===== src/rtl/add_sub_pkg.sv =====
// Shared definitions for the pipelined adder/subtractor: op encodings and the result-flag bundle.
package add_sub_pkg;

    localparam logic OP_ADD = 1'b0;
    localparam logic OP_SUB = 1'b1;

    typedef struct packed {
        logic carry;
        logic ovf;
        logic zero;
        logic neg;
    } add_sub_flags_t;

endpackage


===== src/rtl/add_sub_slice.sv =====
// Combinational SLICE_W-bit ripple-carry adder built from a per-bit full-adder equation.
// Exposes the carry into the MSB so the caller can derive signed overflow.
module add_sub_slice
    import add_sub_pkg::*;
#(
    parameter int SLICE_W = 4
) (
    input  logic [SLICE_W-1:0] a,
    input  logic [SLICE_W-1:0] b,
    input  logic               cin,
    output logic [SLICE_W-1:0] sum,
    output logic               cout,
    output logic               cmsb
);

    logic [SLICE_W:0] c;

    always_comb begin
        c    = '0;
        sum  = '0;
        c[0] = cin;
        for (int i = 0; i < SLICE_W; i++) begin
            sum[i] = a[i] ^ b[i] ^ c[i];
            c[i+1] = (a[i] & b[i]) | (c[i] & (a[i] ^ b[i]));
        end
    end

    assign cout = c[SLICE_W];
    assign cmsb = c[SLICE_W-1];

endmodule


===== src/rtl/pipelined_add_sub.sv =====
// Pipelined two's-complement add/sub with one carry slice per stage and a global-stall valid/ready pipe.
// Optional ADD_SUB_SAT_EN: saturate the result on signed overflow. Requires STAGES >= 2.
module pipelined_add_sub
    import add_sub_pkg::*;
#(
    parameter int WIDTH  = 16,
    parameter int STAGES = 4
) (
    input  logic             clk,
    input  logic             rst_n,
    input  logic             in_valid,
    output logic             in_ready,
    input  logic [WIDTH-1:0] in_a,
    input  logic [WIDTH-1:0] in_b,
    input  logic             in_op,
    output logic             out_valid,
    input  logic             out_ready,
    output logic [WIDTH-1:0] out_sum,
    output logic             out_carry,
    output logic             out_ovf,
    output logic             out_zero,
    output logic             out_neg
);

    localparam int SW   = WIDTH / STAGES;
    localparam int LAST = STAGES - 1;

    logic adv;

    // Per-stage inputs: stage 0 reads the ports, stage k reads the registers of stage k-1
    logic [WIDTH-1:0] src_a   [STAGES];
    logic [WIDTH-1:0] src_b   [STAGES];
    logic [WIDTH-1:0] src_sum [STAGES];
    logic [WIDTH-1:0] nxt_sum [STAGES];
    logic             src_op  [STAGES];
    logic             src_cin [STAGES];
    logic             src_vld [STAGES];
    logic [SW-1:0]    sl_a    [STAGES];
    logic [SW-1:0]    sl_b    [STAGES];
    logic [SW-1:0]    sl_sum  [STAGES];
    logic             sl_co   [STAGES];
    logic             sl_cm   [STAGES];

    logic [WIDTH-1:0] a_p   [LAST];
    logic [WIDTH-1:0] b_p   [LAST];
    logic [WIDTH-1:0] sum_p [LAST];
    logic             op_p  [LAST];
    logic             cy_p  [LAST];
    logic             vld_p [LAST];

    logic             vld_out_p;
    logic [WIDTH-1:0] res_p;
    add_sub_flags_t   flags_p;

    logic [WIDTH-1:0] res_fin;
    logic             ovf_fin;
    add_sub_flags_t   flags_fin;

    assign adv      = !vld_out_p || out_ready;
    assign in_ready = adv;

    always_comb begin
        src_a[0]   = in_a;
        src_b[0]   = in_b;
        src_op[0]  = in_op;
        src_cin[0] = (in_op == OP_SUB);
        src_sum[0] = '0;
        src_vld[0] = in_valid;
        for (int k = 1; k < STAGES; k++) begin
            src_a[k]   = a_p[k-1];
            src_b[k]   = b_p[k-1];
            src_op[k]  = op_p[k-1];
            src_cin[k] = cy_p[k-1];
            src_sum[k] = sum_p[k-1];
            src_vld[k] = vld_p[k-1];
        end
        for (int k = 0; k < STAGES; k++) begin
            sl_a[k] = src_a[k][k*SW +: SW];
            sl_b[k] = src_b[k][k*SW +: SW] ^ {SW{src_op[k] == OP_SUB}};
        end
    end

    for (genvar k = 0; k < STAGES; k++) begin : g_slice
        add_sub_slice #(
            .SLICE_W (SW)
        ) u_slice (
            .a    (sl_a[k]),
            .b    (sl_b[k]),
            .cin  (src_cin[k]),
            .sum  (sl_sum[k]),
            .cout (sl_co[k]),
            .cmsb (sl_cm[k])
        );
    end

    always_comb begin
        for (int k = 0; k < STAGES; k++) begin
            nxt_sum[k]               = src_sum[k];
            nxt_sum[k][k*SW +: SW]   = sl_sum[k];
        end
    end

    assign ovf_fin = sl_cm[LAST] ^ sl_co[LAST];

`ifdef ADD_SUB_SAT_EN
    function automatic logic [WIDTH-1:0] sat_sum(input logic [WIDTH-1:0] raw,
                                                 input logic             ovf,
                                                 input logic             a_neg);
        if (!ovf) return raw;
        return a_neg ? {1'b1, {(WIDTH-1){1'b0}}} : {1'b0, {(WIDTH-1){1'b1}}};
    endfunction

    assign res_fin = sat_sum(nxt_sum[LAST], ovf_fin, src_a[LAST][WIDTH-1]);
`else
    assign res_fin = nxt_sum[LAST];
`endif

    always_comb begin
        flags_fin.carry = sl_co[LAST];
        flags_fin.ovf   = ovf_fin;
        flags_fin.zero  = (res_fin == '0);
        flags_fin.neg   = res_fin[WIDTH-1];
    end

    // Stage boundaries: valid chain and output registers (reset) -- whole pipe moves only on adv
    always_ff @(posedge clk) begin
        if (!rst_n) begin
            for (int k = 0; k < LAST; k++) vld_p[k] <= 1'b0;
            vld_out_p <= 1'b0;
            res_p     <= '0;
            flags_p   <= '0;
        end else if (adv) begin
            for (int k = 0; k < LAST; k++) vld_p[k] <= src_vld[k];
            vld_out_p <= src_vld[LAST];
            res_p     <= res_fin;
            flags_p   <= flags_fin;
        end
    end

    // Stage boundaries: skew (operands, op), slice carries and de-skew partial sums
    always_ff @(posedge clk) begin
        if (adv) begin
            for (int k = 0; k < LAST; k++) begin
                a_p[k]   <= src_a[k];
                b_p[k]   <= src_b[k];
                op_p[k]  <= src_op[k];
                cy_p[k]  <= sl_co[k];
                sum_p[k] <= nxt_sum[k];
            end
        end
    end

    assign out_valid = vld_out_p;
    assign out_sum   = res_p;
    assign out_carry = flags_p.carry;
    assign out_ovf   = flags_p.ovf;
    assign out_zero  = flags_p.zero;
    assign out_neg   = flags_p.neg;

endmodule


===== config.mk =====
export PLATFORM = sky130hd
export DESIGN_NAME = pipelined_add_sub
export DESIGN_NICKNAME = d
export VERILOG_FILES = /design/src/rtl/add_sub_pkg.sv /design/src/rtl/add_sub_slice.sv /design/src/rtl/pipelined_add_sub.sv
export SDC_FILE = /design/constraint.sdc
export NUM_CORES = 1
export LEC_CHECK = 0
export ABC_AREA = 1
export ABC_CLOCK_PERIOD_IN_PS = 2700
export BUFFER_PORTS_ARGS = -buffer_cell sky130_fd_sc_hd__buf_2
export CAP_MARGIN = 20
export CORE_UTILIZATION = 47
export CTS_CLUSTER_DIAMETER = 200
export DETAILED_ROUTE_END_ITERATION = 8
export PLACE_DENSITY = 0.81
export SYNTH_ARGS = -nofsm -noshare
export SYNTH_HDL_FRONTEND = slang
export SYNTH_SLANG_ARGS = --single-unit

===== constraint.sdc =====
create_clock -name clk -period 2.7 [get_ports clk]
set_input_delay 0.675 -clock clk [delete_from_list [all_inputs] [get_ports clk]]
set_output_delay 0.675 -clock clk [all_outputs]
set_load 0.02 [all_outputs]

==> key figures, run 1 <==
Yosys
  – Net Count, Synth: 299
  – Synth unique cells: 15
  – Yosys reg bits: 101
  – Synthesis Warnings: 0
  – Cell taking the most area after synthesis: edfxtp_1
  – Post-Synthesis Cells: around 250
  – Synthesized area per cell: 15.3 um^2
  – Register area share after synthesis: 75.2%
  – Post-synthesis cell area: 3770 um^2
  – Count leader, synth: edfxtp_1
  – EDFF count, synth: 81
  – Synth Flop Type: edfxtp_1
  – Synth top area cells: edfxtp_1 65%, dfxtp_1 11%, fa_1 8.0%
  – Post-synth top cells: 81 x edfxtp_1, 55 x nand2_1, 32 x inv_1
  – Post-synth top area share: 64.6%
  – Fraction of registers with async set/reset: 0%

Floorplan
  – Die height: 91.5 um
  – Row count: 32
  – Die X: 91.5 um
  – Core Box Area: 7730 um^2
  – Initial Utilization: 48.8%
  – Top-Level Pins: 59
  – Die area: ~8400 um^2

Pwr
  – Seq pwr share: 62.3%
  – NetSw: roughly 0.83 mW
  – Total Power: 3.31 mW
  – Comb power frac: 14.2%
  – Sw frac: 25.1%
  – Clock power share: between 20% and 30%
  – VDD IR-drop max: around 0.33 mV
  – Int Power: 2.48 mW
  – Leakage: 1.88 nW
  – Power Density: 759 nW/um^2

Critical path
  – Flop2flop setup slack: 0.18 ns
  – Reg-to-reg endpoint: out_zero
  – Critical path startpoint category: register
  – Crit-path max FO: 2
  – CP required: approximately 3.0 ns
  – CP top delay family: adder cells
  – Worst Path Arrival: 2.81 ns
  – Crit Reg-Reg Startpoint: op_p[0][2]
  – R2R cell count: 12
  – Crit-path max cell delay: 0.44 ns
  – CP most frequent cell: fa_2
  – Critical path, cell by cell: xor2_2, fa_2, inv_1, fa_2, fa_2, inv_2, fa_1, nor2_1, nand2_1, nor2_1, nand3_1, nand2_1
  – Crit Path Category: reg -> reg
  – Critical-path top delay cell: edfxtp_1
  – CP Capture Type: register
  – Buf/Inv on CP: 2

STA
  – Post-route clock period utilization: 93.3%
  – Final hold viol count: 0
  – Slew HR: 71.7%
  – Post-Route Skew: 0.00603 ns
  – Final min period: 2.52 ns
  – Worst Tran Pin Value: 0.423 ns
  – Endpoints failing setup: 0
  – Final hold slack: between 0.4 and 0.5 ns
  – Slew Limit Fails: 0
  – FMAX: 397 MHz

Placed design
  – DP Cell Count: 406
  – I/O Buffers: 58
  – Placed cell area: between 4000 and 5000 um^2
  – GPL Wtd Cong: between 0.6 and 0.7
  – Final HPWL DP: 3370 um

Global route
  – All-Layer GR Usage: 12.8%
  – First-pass GRT wire length: ~7900 um
  – Initial antenna violation count: 0
  – Vias in the first global route: 1,767
  – Largest net degree at the start of global routing: 79
  – Total gr overflow: 0

Layout
  – Antenna fix cells: 0
  – Area grow syn2layout: 15.8%
  – Layout Cells excl Fill: 423
  – Fillers: 629
  – Final Net Count: 368
  – Layout cells sized above 1: a little over a quarter
  – Design area: 4360 um^2

Hold path
  – Hold Crit Depth: 0
  – HP Class: reg -> reg
  – Beginning of the worst hold path: sum_p[0][3]
  – Worst Hold End: sum_p[0][19]

Drt
  – Wire per inst: 11.1 um
  – Vias: 1,793
  – Final WL: 4710 um
  – Vias per Instance: 4.24
  – DR DRC count: 0
  – Routed Antenna Nets: 0
  – Initial DRC Count: 87
  – DRT Pass-1 Iters: 4

CTS
  – Maximum buffer depth of the clock tree: 2
  – CTS Buf Count: 9
  – Root buffer cell: clkbuf_8
  – H-tree lvl count: 3
  – CTS sink cnt: approximately 100
  – Worst-path clk slew: roughly 0.09 ns
  – CTS tree: done
  – Number of hold buffers added after cts: 0
  – Worst-skew pair later-pin latency: 0.34 ns

Flow run
  – Number of max-cap violations: 0

Run status
  – Outcome: finished clean
[cell type report]
cell class	count	area (um^2)	area share, %
Clock buffer	10	128	2.92
Multi-Input combinational cell	109	788	18.1
Tap cell	102	128	2.92
Inverter	33	125	2.87
Timing Repair Buffer	62	333	7.63
Sequential cell	101	2830	64.9
Clock inverter	6	30.0	0.688
[power groups by stage]
stage	clock network (mW)	logic, mW	registers (mW)
floorplan	0	0.233	2.16
global placement	0	0.439	2.09
detailed placement	0	0.468	2.10
CTS	0.809	0.473	2.07
global route	0.876	0.535	2.10
finish	0.778	0.469	2.06
[logic make-up after synthesis]
kind of cell / count (synthesis) / share of synthesized area, %
flops: 101 / 75.2
simple gates: 73 / 7.90
buf+inv: 37 / 4.28
xor+xnor: 17 / 3.95
fa+ha+maj: 15 / 7.97
compound gates: 3 / 0.398
mux: 1 / 0.299
[timing repair]
action	CTS	global route
resized for setup	3	2
endpoints found under the setup margin	1	1
buffers inserted	0	1
pin swaps	1	6
[placed cells by master, fill, tap and decap left out]
| cell type | count |
|---|---|
| inv_2 | 1 |
| buf_4 | 3 |
| xor2_1 | 9 |
| buf_12 | 1 |
| o21ai_0 | 3 |
| clkinvlp_4 | 1 |
| fa_2 | 3 |
| clkbuf_1 | 1 |
| fa_1 | 12 |
| dfxtp_1 | 20 |
| buf_2 | 58 |
| nand2_1 | 55 |
| clkinv_2 | 4 |
| xor2_2 | 1 |
| clkinv_1 | 2 |
| edfxtp_1 | 81 |
| nor2_1 | 14 |
| nand3_1 | 1 |
| mux2_2 | 1 |
| clkbuf_8 | 9 |
| nor2_4 | 3 |
| xnor2_1 | 7 |
| inv_1 | 31 |
[state kept, by name, summed over array words and instances (netlist names)]
| name | count |
|---|---|
| out_ovf | 1 |
| sum_p | 24 |
| op_p | 3 |
| a_p | 24 |
| vld_p | 3 |
| out_valid | 1 |
| out_zero | 1 |
| cy_p | 3 |
| out_sum | 16 |
| b_p | 24 |
| out_carry | 1 |
[metal layers]
layer | track usage [%] | wire, um | vias up
met1 | 14.7 | 2060 | 806
met2 | 20.4 | 2340 | 47
li1 | - | - | 932
met4 | 7.94 | 108 | 0
met3 | 4.52 | 212 | 8
met5 | 0 | 0 | -
[worst max-delay path by stage]
stage / start / to / slack [ns] / depth (start not counted)
global route: op_p[0][2] / out_zero / -0.01 / 12
CTS: b_p[0][44] / out_zero / 0.06 / 12
detailed placement: op_p[0][2] / out_zero / -0.08 / 12
global placement: op_p[0][2] / out_zero / 0.08 / 12
finish: op_p[0][2] / out_zero / 0.18 / 12
floorplan: op_p[0][2] / out_zero / 0.06 / 12
[per-stage QoR]
| step | setup WS (ns) | setup TNS (ns) | util [%] |
|---|---|---|---|
| global route | -0.0109 | -0.0109 | 56.5 |
| detailed placement | -0.0807 | -0.0807 | 54.1 |
| global placement | 0.0806 | 0 | 54.1 |
| finish | 0.182 | 0 | 56.5 |
| CTS | 0.0642 | 0 | 56.3 |
| floorplan | 0.0558 | 0 | - |
(Power assumes the default switching activity.)
==> inputs of run 2 (changes only) <==
--- a/config.mk
+++ b/config.mk
@@ -13,6 +13,7 @@
 export CTS_CLUSTER_DIAMETER = 200
 export DETAILED_ROUTE_END_ITERATION = 8
 export PLACE_DENSITY = 0.81
+export SETUP_SLACK_MARGIN = 0.3
 export SYNTH_ARGS = -nofsm -noshare
 export SYNTH_HDL_FRONTEND = slang
 export SYNTH_SLANG_ARGS = --single-unit
==> key figures, run 2 (same netlist as run 1, synthesis figures left out) <==
Run status
  – Outcome: finished clean

Critical path
  – Crit Path Category: reg -> reg
  – Worst Path Arrival: 2.85 ns (+0.04 ns)
  – R2R cell count: 12 (unchanged)
  – Critical-path top delay cell: edfxtp_1
  – Buf/Inv on CP: 2 (unchanged)
  – Crit-path max FO: 2 (unchanged)
  – CP most frequent cell: fa_2
  – Crit-path max cell delay: 0.43 ns (about the same)
  – Critical path startpoint category: register
  – CP Capture Type: register
  – Flop2flop setup slack: 0.15 ns (-0.03 ns)
  – CP top delay family: adder cells
  – Stages on the worst setup path: 12 (unchanged)
  – Critical path, cell by cell: xor2_2, fa_2, inv_1, fa_2, fa_2, inv_2, fa_1, nor2_1, nand2_1, nor2_1, nand3_1, nand2_1
  – CP required: 3.01 ns (+0.02 ns)

Pwr
  – Seq pwr share: 58.6% (-3.7 points)
  – NetSw: 0.910 mW (+9.6%)
  – Sw frac: 25.9% (+0.78 points)
  – Power Density: 794 nW/um^2 (+4.6%)
  – Clock power share: 27.9% (+4.4 points)
  – Total Power: 3.52 mW (+6.3%)
  – Int Power: 2.61 mW (+5.2%)
  – VDD IR-drop max: 0.571 mV (+71%)
  – Comb power frac: 13.4% (-0.8 points)
  – Leakage: 1.91 nW (+1.7%)

Placed design
  – Final HPWL DP: 3310 um (-1.7%)
  – GPL Wtd Cong: 0.770 (+14%)
  – I/O Buffers: 58 (unchanged)
  – Post-Place Worst Slack: 0.0897 ns (+0.170 ns)

STA
  – FMAX: 393 MHz (-1.1%)
  – Post-route clock period utilization: 94.3% (+1.0 points)
  – Slew HR: 40.4% (-31 points)
  – Final hold viol count: 0 (unchanged)
  – RSZ-0062 raised after global routing: true
  – Final hold slack: 0.418 ns (-0.00294 ns)
  – Final min period: 2.55 ns (+0.0281 ns)
  – Setup ws final: 0.154 ns (-0.0281 ns)
  – Worst Tran Pin Value: 0.894 ns (+0.471 ns)
  – Slew Limit Fails: 0 (unchanged)
  – Post-Route Skew: 0.00857 ns (+0.00254 ns)
  – Endpoints failing setup: 0 (unchanged)

Layout
  – Fillers: 583 (-7.3%)
  – Final Net Count: 369 (+0.27%)
  – Layout cells sized above 1: 30.1% (+3.6 points)
  – Largest regs: a_p: 24 flops, b_p: 24 flops, sum_p: 24 flops
  – Antenna fix cells: 0 (unchanged)
  – Area grow syn2layout: 17.7%
  – Most frequent cells in the layout: 81 x edfxtp_1, 58 x buf_2, 55 x nand2_1, 28 x inv_1, 20 x dfxtp_1
  – Most common cell after layout, fill and taps aside: edfxtp_1

Drt
  – Vias: 1,828 (+2.0%)
  – Routed Antenna Nets: 0 (unchanged)
  – Initial DRC Count: 67 (-23%)
  – DR DRC count: 0 (unchanged)
  – Final WL: 4710 um (unchanged)
  – Vias per Instance: 4.31 (+1.7%)
  – Wire per inst: 11.1 um (-0.24%)
  – DRT Pass-1 Iters: 4 (unchanged)

CTS
  – Root buffer cell: clkbuf_8
  – Number of hold buffers added after cts: 0 (unchanged)
  – Maximum buffer depth of the clock tree: 2 (unchanged)
  – CTS sink cnt: 101 (unchanged)
  – CTS Buf Count: 9 (unchanged)
  – Worst-skew pair later-pin latency: 0.35 ns (about the same)
  – H-tree lvl count: 3 (unchanged)
  – CTS tree: done
  – Worst-path clk slew: 0.10 ns (about the same)

Global route
  – Largest net degree at the start of global routing: 79 (unchanged)
  – First-pass GRT wire length: 7760 um (-1.7%)
  – Initial antenna violation count: 0 (unchanged)
  – Total gr overflow: 0 (unchanged)
  – All-Layer GR Usage: 12.5% (-0.27 points)
  – Vias in the first global route: 1,782 (+0.85%)

Floorplan
  – Top-Level Pins: 59 (unchanged)
  – Die area: 8380 um^2 (unchanged)
  – Row count: 32 (unchanged)
  – Die X: 91.5 um (unchanged)
  – Core Box Area: 7730 um^2 (unchanged)
  – Die height: 91.5 um (unchanged)
  – Initial Utilization: 48.8% (unchanged)

Flow run
  – Number of max-cap violations: 0 (unchanged)

Hold path
  – Hold Crit Depth: 0 (unchanged)
  – HP Class: reg -> reg
-- run 2: routing by layer --
metal,global-route usage (%),routed length (um),up-vias
met5,0,0,-
li1,-,-,939
met2,20.6,2290,58
met1,14.2,1990,820
met4,9.13,176,0
met3,3.02,255,11
-- run 2: power by group through the flow --
stage          Sequential, mW  Combinational (mW)  Clock (mW)
5_1_grt                  2.10               0.533        1.07
3_3_place_gp             2.09               0.443           0
4_1_cts                  2.07               0.471        1.01
6_report                 2.06               0.472       0.984
3_5_place_dp             2.10               0.463           0
2_1_floorplan            2.16               0.236           0
-- run 2: final timing paths --
kind                        to    startpoint
setup reg to reg      out_zero    b_p[0][44]
hold reg to reg   sum_p[0][35]  sum_p[0][19]
hold / removal    sum_p[0][35]  sum_p[0][19]
setup / recovery      out_zero    b_p[0][44]
-- run 2: final cells by class --
type                    instances  area (um^2)  share of cell area (%)
inverters                      33          125                    2.82
repair buffers                 63          328                    7.39
flip-flops and latches        101         2830                    63.9
multi-input cells             109          811                    18.3
clock buffers                   9          124                    2.79
clock inverters                 7         87.6                    1.97
well taps                     102          128                    2.88
-- run 2: what timing repair did --
| item | CTS | global route |
|---|---|---|
| buffers inserted | 2 | 1 |
| endpoints found under the setup margin | 3 | 4 |
| gates cloned | 0 | 0 |
| pin swaps | 0 | 3 |
| gates resized for setup | 0 | 9 |
-- run 2: stage by stage --
stage / cells / area [um^2] / utilization (%) / TNS [ns]
finish: 424 / 4440 / 57.4 / 0
global route: 424 / 4440 / 57.4 / -0.00255
floorplan: 247 / 3770 / - / 0
CTS: 423 / 4400 / 56.9 / 0
global placement: 405 / 4170 / 54.0 / 0
detailed placement: 405 / 4170 / 54.0 / 0
